**src/rtl/ram_pkg.sv**
```systemverilog
// Shared RAM geometry defaults and FSM state encoding for the RAM access controller.
package ram_pkg;

   localparam int AW_DEF    = 4;
   localparam int DW_DEF    = 4;
   localparam int RAM_DEPTH = 2 ** AW_DEF;

   typedef enum logic [2:0] {
      IDLE     = 3'd0,
      WRITE    = 3'd1,
      READ     = 3'd2,
      CAPTURE  = 3'd3,
      WAIT_REL = 3'd4
   } state_t;

endpackage

```
**src/rtl/btn_debounce.sv**
```systemverilog
// Active-low button conditioner: 2-flop synchronizer, stable-count debouncer and a
// one-cycle press pulse that is asserted together with the debounced level rising.
module btn_debounce #(
   parameter int DB_COUNT = 50000,
   parameter int DB_W     = 16
) (
   input  logic clk,
   input  logic rst_n,
   input  logic btn_n,
   output logic level,
   output logic press
);

   logic [1:0]      sync_q;
   logic [DB_W-1:0] cnt;
   logic            sync_lvl;

   assign sync_lvl = ~sync_q[1];

   always_ff @(posedge clk or negedge rst_n) begin
      if (!rst_n) begin
         sync_q <= 2'b11;
         cnt    <= '0;
         level  <= 1'b0;
         press  <= 1'b0;
      end else begin
         sync_q <= {sync_q[0], btn_n};
         press  <= 1'b0;
         if (sync_lvl == level) begin
            cnt <= '0;
         end else if (cnt == DB_W'(DB_COUNT - 1)) begin
            // DB_COUNT consecutive disagreeing cycles: accept the new level
            cnt   <= '0;
            level <= sync_lvl;
            press <= sync_lvl;
         end else begin
            cnt <= cnt + 1'b1;
         end
      end
   end

endmodule

```
**src/rtl/ram_access_ctrl.sv**
```systemverilog
// Push-button front end for the 16x4 synchronous RAM: one clean strobe per press.
// Build option RAM_AUTO_INC_EN: internal auto-incrementing address pointer.
module ram_access_ctrl
   import ram_pkg::*;
#(
   parameter int DB_COUNT = 50000,
   parameter int DB_W     = 16,
   parameter int AW       = AW_DEF,
   parameter int DW       = DW_DEF
) (
   input  logic          clk,
   input  logic          rst_n,
   input  logic          btn_wr_n,
   input  logic          btn_rd_n,
   input  logic [AW-1:0] sw_addr_n,
   input  logic [DW-1:0] sw_data_n,
   input  logic [DW-1:0] ram_dout,
   output logic          ram_cs,
   output logic          ram_we,
   output logic [AW-1:0] ram_addr,
   output logic [DW-1:0] ram_din,
   output logic [DW-1:0] disp_data,
   output logic          busy
);

   logic    wr_lvl, wr_press, rd_lvl, rd_press;
   state_t  state, state_nx;
   logic    leave_idle;
   logic [AW-1:0] addr_src;

   btn_debounce #(.DB_COUNT(DB_COUNT), .DB_W(DB_W)) u_db_wr (
      .clk(clk), .rst_n(rst_n), .btn_n(btn_wr_n), .level(wr_lvl), .press(wr_press)
   );

   btn_debounce #(.DB_COUNT(DB_COUNT), .DB_W(DB_W)) u_db_rd (
      .clk(clk), .rst_n(rst_n), .btn_n(btn_rd_n), .level(rd_lvl), .press(rd_press)
   );

   always_comb begin
      state_nx = state;
      case (state)
         IDLE: begin
            if (wr_press)      state_nx = WRITE;
            else if (rd_press) state_nx = READ;
         end
         WRITE:    state_nx = WAIT_REL;
         READ:     state_nx = CAPTURE;
         CAPTURE:  state_nx = WAIT_REL;
         WAIT_REL: if (!wr_lvl && !rd_lvl) state_nx = IDLE;
         default:  state_nx = IDLE;
      endcase
   end

   assign leave_idle = (state == IDLE) && (state_nx != IDLE);
   assign busy       = (state != IDLE);

   // Strobes are decoded from the next state so they are flop outputs aligned with the state
   always_ff @(posedge clk or negedge rst_n) begin
      if (!rst_n) begin
         state     <= IDLE;
         ram_cs    <= 1'b0;
         ram_we    <= 1'b0;
         ram_addr  <= '0;
         ram_din   <= '0;
         disp_data <= '0;
      end else begin
         state  <= state_nx;
         ram_cs <= (state_nx == WRITE) || (state_nx == READ);
         ram_we <= (state_nx == WRITE);
         if (leave_idle) begin
            ram_addr <= addr_src;
            ram_din  <= ~sw_data_n;
         end
         if (state == CAPTURE) disp_data <= ram_dout;
      end
   end

`ifdef RAM_AUTO_INC_EN
   logic [AW-1:0]   ptr;
   logic [DB_W-1:0] clr_cnt;
   logic            hold_both;

   assign hold_both = wr_lvl && rd_lvl && ((state == IDLE) || (state == WAIT_REL));
   assign addr_src  = ptr;

   always_ff @(posedge clk or negedge rst_n) begin
      if (!rst_n) begin
         ptr     <= '0;
         clr_cnt <= '0;
      end else begin
         if (!hold_both)                         clr_cnt <= '0;
         else if (clr_cnt != DB_W'(DB_COUNT))    clr_cnt <= clr_cnt + 1'b1;
         if ((state == WRITE) || (state == CAPTURE))
            ptr <= ptr + 1'b1;
         else if (hold_both && (clr_cnt == DB_W'(DB_COUNT - 1)))
            ptr <= '0;
      end
   end
`else
   assign addr_src = ~sw_addr_n;
`endif

endmodule

```
**config.mk**
```make
export PLATFORM = sky130hd
export DESIGN_NAME = ram_access_ctrl
export DESIGN_NICKNAME = d
export VERILOG_FILES = /design/src/rtl/ram_pkg.sv /design/src/rtl/btn_debounce.sv /design/src/rtl/ram_access_ctrl.sv
export SDC_FILE = /design/constraint.sdc
export NUM_CORES = 1
export LEC_CHECK = 0
export BUFFER_PORTS_ARGS = -buffer_cell sky130_fd_sc_hd__buf_2
export CAP_MARGIN = 20
export CORE_ASPECT_RATIO = 0.6
export CORE_MARGIN = 2
export CORE_UTILIZATION = 45
export CTS_BUF_LIST = sky130_fd_sc_hd__clkbuf_4
export CTS_CLUSTER_DIAMETER = 80
export DETAILED_ROUTE_END_ITERATION = 7
export PLACE_DENSITY = 0.72
export SLEW_MARGIN = 5
export SYNTH_ARGS = -nofsm -noshare
export SYNTH_HDL_FRONTEND = slang
export SYNTH_SLANG_ARGS = --single-unit
export TNS_END_PERCENT = 5
```
**constraint.sdc**
```tcl
create_clock -name clk -period 2.2 [get_ports clk]
set_clock_uncertainty 0.2 [all_clocks]
set_input_delay 0.22 -clock clk [delete_from_list [all_inputs] [get_ports clk]]
set_output_delay 0.22 -clock clk [all_outputs]
set_load 0.02 [all_outputs]
```
==> run summary <==
Status: finished, final reports clean
Vias in the first global route: 1616
Die ar.: 0.00611 mm²
Critical R2R Capture: u_db_rd.cnt[12]
Drt total wl: 4.58 mm
Worst VDD drop: 0.389 mV
Synth top area share: 0.538
Net Count, Synth: 245
Reg power frac: 0.565
Routed len/inst: 13.0 µm
Port Buf Inserts: 30
Startpoint Class: flop
Tcrit/Tclk final: 0.826
TNS Setup: 0 ns
TritonCTS Buffers: 9
Pin count of the biggest net entering global routing: 33
N_diodes: 0
Reg2Reg Depth: 5
IO Pins: 31
Setup repair bufs after CTS: 0
CP startpoint: u_db_rd.cnt[0]
Sink Count: 57
Crit path to: u_db_rd.cnt[12]
Post-synth top area cell: dfrtp_1
Root buffer cell: clkbuf_4
Worst r2r src: u_db_rd.cnt[0]
#FFs+latches synth: 57
Via/cell ratio: 4.96
Total power: 0.00191 W
Placer Congestion: 0.785
Yosys warning count: 0
Mapped Area: 0.00247 mm²
Critical Path End Type: flop
Congestion Overflow GR: 0
Post-synthesis sequential area ratio: 0.580
CP Class: flop to flop
Starting Density: 0.476
TritonRoute pass-1 iters: 4
Worst-path fanout max: 5
Final Hold Fails: 0
Final Max Slew Viols: 0
P&R area growth vs syn: 21.0%
H-tree levels: 3
Power per Cell Area: 640 mW/mm²
Int Pwr: 0.00146 W
CTS tree: done
DIE HEIGHT: 61.4 µm
Initial antenna violation count: 0
# rows: 20
GRT Total Usage: 0.170
Clock transition at path regs: 0.10 ns
Avg Cell Area, Syn: 10.9 µm²
Max Clk Rate: 551 MHz
Post-DP HPWL: 3.15 mm
Switch Pwr: 0.000448 W
FILL cells: 451
Core Footprint: 0.00518 mm²
Switch share: 0.234
Starting DRT DRC Count: 152
CP Data Arrival Time: 1.91 ns
Slew HR: 0.377
Worst EP required: 2.30 ns
Comb power frac: 0.051
Mapped Cells: 227
First-pass GRT wire length: 7.64 mm
Share of layout cells above drive strength 1: 0.231
Netlist cell types: 34
Reg2Reg Setup Slack: 0.38 ns
Clock period minus worst slack: 1.82 ns
Hold WS: 0.138 ns
Routed vias: 1745
Die width: 99.6 µm
RSZ-0062 raised after global routing: no
Worst Tran Pin Value: 0.928 ns
DRC: 0
Number of max-cap violations: 0
Setup Viol. Count Final: 0
Leakage: 1.31 nW
Maximum root-to-sink buffer count: 2
Routed Antenna Nets: 0
Synth area leaders: dfrtp_1, xnor2_1, nor2_1, dfstp_2, nor3_1
Clock share of power: 0.384
NumNets Final: 299
Type of the most critical hold path: input pin to asynchronous set/reset pin
Worst-skew pair later-pin latency: 0.41 ns
cells in the mapped netlist:
cell,count
xor2_1,4
ha_1,2
and3_2,1
o22ai_1,1
o21ai_0,9
nand2_1,14
nor4_1,9
nand3b_1,1
nor2_1,32
nand4_2,1
a41o_2,1
o211ai_1,1
nand2_2,1
inv_1,12
mux2i_1,1
nand3_1,10
nand4_4,1
o21ai_1,1
nand3_2,1
nand4_1,6
buf_4,2
dfstp_2,4
xnor2_1,26
a21oi_1,1
nor4b_1,1
dfrtp_1,53
and4bb_2,1
nor2_2,5
mux2_2,4
clkbuf_1,1
and3_1,3
nor4bb_1,1
nand4bb_1,1
nor3_1,15
registers in the layout, indices dropped and copies added (netlist names):
| signal | cells |
|---|---|
| u_db_wr.press | 1 |
| ram_we | 1 |
| ram_cs | 1 |
| u_db_wr.level | 1 |
| disp_data | 4 |
| state | 3 |
| ram_addr | 4 |
| u_db_rd.cnt | 16 |
| u_db_rd.press | 1 |
| u_db_rd.level | 1 |
| u_db_wr.cnt | 16 |
| ram_din | 4 |
| u_db_rd.sync_q | 2 |
| u_db_wr.sync_q | 2 |
final cells by class:
| type | count | area [µm²] | area share |
|---|---|---|---|
| Sequential cell | 57 | 1430 | 0.479 |
| Multi-Input combinational cell | 155 | 972 | 0.326 |
| Timing Repair Buffer | 46 | 320 | 0.107 |
| Tap cell | 66 | 82.6 | 0.0277 |
| Clock buffer | 10 | 75.1 | 0.0251 |
| Clock inverter | 6 | 58.8 | 0.0197 |
| Inverter | 12 | 45.0 | 0.0151 |
per-layer routing:
layer  vias to the layer above  global-route usage  part of all wire
met5                         -                   0                 0
met4                         0              0.0646            0.0087
met3                         5              0.0806             0.067
met2                        45               0.233              0.39
met1                       804               0.237              0.53
li1                        891                   -                 -
how the worst min path moves through the flow:
stage | start | end | slack, ns | cells past startpoint
2_1_floorplan | rst_n | disp_data[0] | -0.28 | 0
3_3_place_gp | rst_n | u_db_rd.cnt[7] | 0.06 | 1
3_5_place_dp | rst_n | u_db_rd.cnt[6] | 0.06 | 1
4_1_cts | rst_n | u_db_wr.cnt[9] | 0.12 | 2
5_1_grt | u_db_wr.sync_q[0] | u_db_wr.sync_q[1] | 0.17 | 0
6_report | rst_n | u_db_rd.cnt[6] | 0.14 | 2
metrics by stage:
stage / instance area, µm² / setup slack, ns / utilization / instances
floorplan: 2470 / 0.540 / - / 227
global placement: 2700 / 0.445 / 0.521 / 321
detailed placement: 2700 / 0.417 / 0.521 / 321
CTS: 2990 / 0.353 / 0.576 / 352
global route: 2990 / 0.262 / 0.576 / 352
finish: 2990 / 0.384 / 0.576 / 352
power groups by stage:
stage,Combinational (W),Clock (W),Sequential [W]
floorplan,0.0000285,0,0.00110
global placement,0.0000779,0,0.00110
detailed placement,0.0000790,0,0.00110
CTS,0.0000993,0.000766,0.00108
global route,0.000109,0.000816,0.00108
finish,0.0000968,0.000734,0.00108
placed cells by master (no fill, tap or decap), types with 2 or more instances in the layout:
master	n
inv_1	12
nand4_1	6
nor3_1	15
dfrtp_1	53
buf_2	30
xor2_1	4
nor2_2	5
dfstp_2	4
clkinvlp_4	2
xnor2_1	26
nor4_1	9
nand3_1	10
and3_1	3
mux2_2	4
nor2_1	32
ha_1	2
clkbuf_4	10
nand2_1	14
clkinv_2	2
o21ai_0	9
dlygate4sd3_1	15
worst max-delay path: stages, from the launching register on:
cell and delay, ns:
dfrtp_1 0.41, ha_1 0.23, nand3_1 0.24, nor4_1 0.40, xnor2_1 0.18, nor2_2 0.05
logic make-up (layout without fill, tap and decap cells):
family | count (synthesis) | count (layout) | synth area share
compound gates | 14 | 14 | 0.0325
flops | 57 | 57 | 0.580
mux | 5 | 5 | 0.0223
fa+ha+maj | 2 | 2 | 0.0101
xor+xnor | 30 | 30 | 0.106
simple gates | 104 | 104 | 0.223
buf+inv | 15 | 74 | 0.0259
what timing repair did:
item,in CTS,in global routing
resized for setup,0,0
hold buffers,15,0
hold endpoints to repair,39,0
Note: power is estimated with default switching activity, not from simulation.
